$ cat src/rtl/rc4_pkg.sv
// Shared RC4 definitions used by the KSA controller and, later, the PRGA stage.
//   - ksa_state_t   : one-hot-free encoded KSA sequencer states
//   - S_SIZE        : number of entries in the S permutation
//   - KEY_LENGTH    : secret-key length in bytes
//   - ADDR_W/DATA_W : S-RAM address and data widths
//   - key_byte()    : selects key byte idx, byte 0 being the most-significant
package rc4_pkg;

   localparam int S_SIZE     = 256;
   localparam int KEY_LENGTH = 3;
   localparam int ADDR_W     = 8;
   localparam int DATA_W     = 8;

   typedef enum logic [2:0] {
      ST_IDLE,
      ST_RD_SI,
      ST_LT_SI,
      ST_RD_SJ,
      ST_LT_SJ,
      ST_WR_SI,
      ST_WR_SJ,
      ST_DONE
   } ksa_state_t;

   // Byte 0 occupies the top of the key vector, so byte idx starts at
   // bit 8*(KEY_LENGTH-1-idx).
   function automatic logic [7:0] key_byte(input logic [8*KEY_LENGTH-1:0] key,
                                           input int idx);
      return key[8*(KEY_LENGTH-1-idx) +: 8];
   endfunction

endpackage

$ cat src/rtl/rc4_j_update.sv
// RC4 j-index update: j_next = j + si + kbyte, wrapping at 2**W.
// Shared by the KSA controller and the PRGA stage.
//   j      in  W  current j
//   si     in  W  S[i] just read
//   kbyte  in  W  key byte (KSA) or zero (PRGA)
//   j_next out W  updated j
module rc4_j_update #(
   parameter int W = 8
) (
   input  logic [W-1:0] j,
   input  logic [W-1:0] si,
   input  logic [W-1:0] kbyte,
   output logic [W-1:0] j_next
);

   assign j_next = j + si + kbyte;

endmodule

$ cat src/rtl/rc4_ksa_controller.sv
// RC4 key-scheduling controller. Walks i = 0..255 over the S array in the
// shared single-port RAM, six cycles per i: read S[i], update j, read S[j],
// write S[j] to i and S[i] to j.
//   clk          in   1             system clock
//   reset_n      in   1             asynchronous active-low reset
//   start        in   1             level request; key latched when accepted
//   secret_key   in   8*KEY_LENGTH  key, byte 0 in the top bits
//   mem_q        in   DATA_W        RAM read data (one cycle after address)
//   mem_address  out  ADDR_W        RAM address
//   mem_data     out  DATA_W        RAM write data (0 when not writing)
//   mem_wren     out  1             RAM write enable
//   busy         out  1             controller owns the RAM port
//   finish       out  1             KSA complete, held until start drops
module rc4_ksa_controller
   import rc4_pkg::*;
#(
   parameter int KEY_LENGTH = rc4_pkg::KEY_LENGTH,
   parameter int ADDR_W     = rc4_pkg::ADDR_W,
   parameter int DATA_W     = rc4_pkg::DATA_W
) (
   input  logic                    clk,
   input  logic                    reset_n,
   input  logic                    start,
   input  logic [8*KEY_LENGTH-1:0] secret_key,
   input  logic [DATA_W-1:0]       mem_q,
   output logic [ADDR_W-1:0]       mem_address,
   output logic [DATA_W-1:0]       mem_data,
   output logic                    mem_wren,
   output logic                    busy,
   output logic                    finish
);

   localparam int KI_W = (KEY_LENGTH > 1) ? $clog2(KEY_LENGTH) : 1;

   ksa_state_t              state_reg, state_next;
   logic [ADDR_W-1:0]       i_reg, i_next;
   logic [ADDR_W-1:0]       j_reg, j_next;
   logic [DATA_W-1:0]       si_reg, si_next;
   logic [DATA_W-1:0]       sj_reg, sj_next;
   logic [8*KEY_LENGTH-1:0] key_reg, key_next;
   // Tracks i mod KEY_LENGTH incrementally so no divider is needed.
   logic [KI_W-1:0]         kidx_reg, kidx_next;
   logic [ADDR_W-1:0]       j_calc;

   rc4_j_update #(.W(ADDR_W)) u_j_update (
      .j      (j_reg),
      .si     (mem_q),
      .kbyte  (key_byte(key_reg, int'(kidx_reg))),
      .j_next (j_calc)
   );

   always_ff @(posedge clk or negedge reset_n) begin
      if (!reset_n) begin
         state_reg <= ST_IDLE;
         i_reg     <= '0;
         j_reg     <= '0;
         si_reg    <= '0;
         sj_reg    <= '0;
         key_reg   <= '0;
         kidx_reg  <= '0;
      end else begin
         state_reg <= state_next;
         i_reg     <= i_next;
         j_reg     <= j_next;
         si_reg    <= si_next;
         sj_reg    <= sj_next;
         key_reg   <= key_next;
         kidx_reg  <= kidx_next;
      end
   end

   // Outputs depend only on registered state, so mem_wren cannot glitch
   // on input activity.
   always_comb begin
      state_next  = state_reg;
      i_next      = i_reg;
      j_next      = j_reg;
      si_next     = si_reg;
      sj_next     = sj_reg;
      key_next    = key_reg;
      kidx_next   = kidx_reg;
      mem_address = '0;
      mem_data    = '0;
      mem_wren    = 1'b0;
      busy        = 1'b1;
      finish      = 1'b0;

      case (state_reg)
         ST_IDLE: begin
            busy = 1'b0;
            if (start) begin
               key_next   = secret_key;
               i_next     = '0;
               j_next     = '0;
               kidx_next  = '0;
               state_next = ST_RD_SI;
            end
         end
         ST_RD_SI: begin
            mem_address = i_reg;
            state_next  = ST_LT_SI;
         end
         ST_LT_SI: begin
            si_next    = mem_q;
            j_next     = j_calc;
            state_next = ST_RD_SJ;
         end
         ST_RD_SJ: begin
            mem_address = j_reg;
            state_next  = ST_LT_SJ;
         end
         ST_LT_SJ: begin
            sj_next    = mem_q;
            state_next = ST_WR_SI;
         end
         ST_WR_SI: begin
            mem_address = i_reg;
            mem_data    = sj_reg;
            mem_wren    = 1'b1;
            state_next  = ST_WR_SJ;
         end
         ST_WR_SJ: begin
            mem_address = j_reg;
            mem_data    = si_reg;
            mem_wren    = 1'b1;
            // Stop at the last entry rather than letting i wrap into a
            // second pass.
            if (i_reg == ADDR_W'(S_SIZE - 1)) begin
               state_next = ST_DONE;
            end else begin
               i_next     = i_reg + 1'b1;
               kidx_next  = (kidx_reg == KI_W'(KEY_LENGTH - 1)) ? '0 : kidx_reg + 1'b1;
               state_next = ST_RD_SI;
            end
         end
         ST_DONE: begin
            busy   = 1'b0;
            finish = 1'b1;
            if (!start) state_next = ST_IDLE;
         end
         default: begin
            busy       = 1'b0;
            state_next = ST_IDLE;
         end
      endcase
   end

endmodule

$ cat config.mk
export PLATFORM = sky130hd
export DESIGN_NAME = rc4_ksa_controller
export DESIGN_NICKNAME = d
export VERILOG_FILES = /design/src/rtl/rc4_pkg.sv /design/src/rtl/rc4_j_update.sv /design/src/rtl/rc4_ksa_controller.sv
export SDC_FILE = /design/constraint.sdc
export NUM_CORES = 1
export LEC_CHECK = 0
export CAP_MARGIN = 0
export CELL_PAD_IN_SITES_DETAIL_PLACEMENT = 0
export CELL_PAD_IN_SITES_GLOBAL_PLACEMENT = 2
export CORE_ASPECT_RATIO = 1.1
export CORE_MARGIN = 2
export CORE_UTILIZATION = 37
export CTS_BUF_LIST = sky130_fd_sc_hd__clkbuf_4
export DETAILED_ROUTE_END_ITERATION = 7
export HOLD_SLACK_MARGIN = 0.1
export PLACE_DENSITY_LB_ADDON = 0.1
export SLEW_MARGIN = 25
export SYNTH_ARGS = -nofsm -noshare
export SYNTH_HDL_FRONTEND = slang
export SYNTH_SLANG_ARGS = --single-unit
$ cat constraint.sdc
create_clock -name clk -period 5 [get_ports clk]
set_clock_uncertainty 0.2 [all_clocks]
set_input_delay 0.75 -clock clk [delete_from_list [all_inputs] [get_ports clk]]
set_output_delay 0.75 -clock clk [all_outputs]
set_load 0.1 [all_outputs]
==> out/summary.txt <==
clk sink count - 61
Synth-to-Final Area Change - 20.2%
combinational power share - 0.573
post-CTS sizing - 0
reg-to-reg startpoint - kidx_reg[0]
Fin Setup TNS - 0 ns
register bit count reported by yosys - 61
Port Buffers - 53
Fin. Hold Viols - 0
count leader, synth - nand2_1
All-Layer GR Usage - 0.166
Synth Cell Area - 3380 sq um
worst slew pin tran - 0.959 ns
synth unique cells - 45
RSZ-0062 raised after global routing - no
sequential area share after synthesis - 0.451
antenna violations before repair - 0
die height - 104 um
DRT Pass-1 Iters - 5
Diodes inserted - 0
worst r2r path cells - 14
cell count after synthesis - 364
synth top area cells - dfrtp_1 45%, nand2_1 12%, fa_1 4.7%
crit-path max FO - 13
Max Fclk - 268 MHz
Yosys Warn Count - 0
CTS buffer count - 9
Setup crit start - kidx_reg[0]
DRC Markers - 0
CP Class - reg2reg
first-pass GRT wire length - 12,600 um
fillcell total - 886
worst skew pair latency - 0.42 ns
Final setup viols - 0
VDD IR max - 0.229 mV
vias post-DR - 2,626
Initial Util - 0.381
Clk pwr share - 0.115
die width - 95.2 um
clock buffer depth - 2
Worst-path clk slew - 0.11 ns
Synthesized Nets - 417
Net Sw Frac - 0.496
outcome - finished clean
CP endpoint - j_reg[7]
most instantiated cells after synthesis - 109 x nand2_1, 61 x dfrtp_1, 17 x inv_1
max cap viols - 0
ys flop type - dfrtp_1
largest net degree at the start of global routing - 62
Crit Reg-Reg Endpoint - j_reg[7]
wire per inst - 14.7 um
Hold Path Class - in2async
critical path endpoint category - flop
worst reg-to-reg setup slack - 1.27 ns
Pwr Density - 731 nW/um^2
number of hold buffers added after cts - 0
Final HPWL DP - 5430 um
NumNets Final - 465
core area - 8870 sq um
fin crit period - 3.73 ns
htree depth - 3
crit path DAT - 3.80 ns
row cnt - 36
Switch Pwr - 1.47 mW
total power - 2.97 mW
Starting DRT DRC Count - 149
CTS tree - built
Avg Cell Area, Syn - 9.29 sq um
critical path launch point type - flop
cell internal pwr - 1.50 mW
fraction of layout cells with a size suffix above 1 - 0.125
ys async rst share - 1.00
Leakage Power - 1.93 nW
I/O pin count - 54
register share of total power - 0.313
vias in the first global route - 2,541
full die area - 9920 sq um
Yosys top cell by area - dfrtp_1
Yosys top cell area share - 0.451
number of flops mapped to enable cells by yosys - 0
DR vias/cell - 4.95
max FFs per register - 24
ANT nets after route - 0
gp weighted congestion - 0.780
postcts setup bufs - 0
crit share post-route - 0.746
Final Max Tran Viols - 0
Root Buffer - clkbuf_4
DRT Wirelength - 7790 um
max_slew headroom - 0.359
gr ovfl total - 0
CP required - 5.07 ns
through the flow:
step | hold WS [ns] | util | instances | setup slack, ns | instance area [sq um]
after floorplan | 0.238 | - | 364 | 1.41 | 3380
after detailed placement | 0.262 | 0.444 | 515 | 1.24 | 3940
after global placement | 0.258 | 0.444 | 515 | 1.35 | 3940
after CTS | 0.286 | 0.458 | 530 | 1.24 | 4070
after global routing | 0.313 | 0.458 | 530 | 0.965 | 4070
final | 0.273 | 0.458 | 530 | 1.27 | 4070
power groups by stage:
stage	sequential, mW	combinational, mW	clock (mW)
finish	0.929	1.70	0.340
detailed placement	0.946	1.71	0
global placement	0.939	1.70	0
global route	0.963	1.90	0.372
floorplan	0.831	1.45	0
CTS	0.934	1.72	0.349
placed cells by master, fill, tap and decap left out, drive strengths merged, types with 6 or more instances in the layout:
cell type / instances
a22oi: 8
buf: 21
nand2: 109
clkbuf: 10
mux2: 9
nor2: 14
nand2b: 7
ha: 10
a21oi: 11
fa: 8
inv: 17
clkdlybuf4s50: 35
xor2: 6
dfrtp: 61
mux2i: 8
o21ai: 15
nor2b: 10
a22o: 12
worst max-delay path, cell delays in order, from the launching register on:
cell	delay [ns]
dfrtp_1	0.68
inv_1	0.15
ha_1	0.42
nor2_1	0.13
nand2_1	0.10
o21ai_0	0.10
fa_1	0.50
ha_1	0.17
inv_1	0.06
fa_1	0.38
nand2b_1	0.19
a21oi_1	0.18
o22ai_1	0.12
xnor2_1	0.13
o21ai_0	0.08
layout make-up:
cell class / count / area, sq um / area share
inverters: 17 / 63.8 / 0.0157
clock inverters: 5 / 52.6 / 0.0129
well taps: 114 / 143 / 0.0351
multi-input cells: 267 / 1700 / 0.418
flip-flops and latches: 61 / 1530 / 0.375
clock buffers: 10 / 75.1 / 0.0185
repair buffers: 56 / 505 / 0.124
per-layer routing:
metal | global-route usage | up-vias | wire, um
met2 | 0.258 | 56 | 3620
met1 | 0.226 | 1243 | 3640
li1 | - | 1314 | -
met3 | 0.0362 | 13 | 366
met5 | 0 | - | 0
met4 | 0.0590 | 0 | 159
logic make-up (layout without fill, tap and decap cells):
group,Yosys count,after routing,synth area share
buffers and inverters,36,88,0.0485
AO/OA/AOI/OAI,58,58,0.114
adder cells (fa/ha/maj),18,18,0.0843
multiplexers,17,17,0.0536
flip-flops,61,61,0.451
XOR/XNOR,9,9,0.0233
AND/OR/NAND/NOR,165,165,0.225
how the worst min path moves through the flow:
stage,start,end,slack [ns],cells past startpoint
global placement,key_reg[14],key_reg[14],0.26,2
global route,key_reg[2],key_reg[2],0.31,2
CTS,key_reg[14],key_reg[14],0.29,2
floorplan,key_reg[22],key_reg[22],0.24,2
finish,reset_n,state_reg[0],0.27,2
detailed placement,key_reg[5],key_reg[5],0.26,2
No activity file was read; power rests on OpenSTA's default activity.
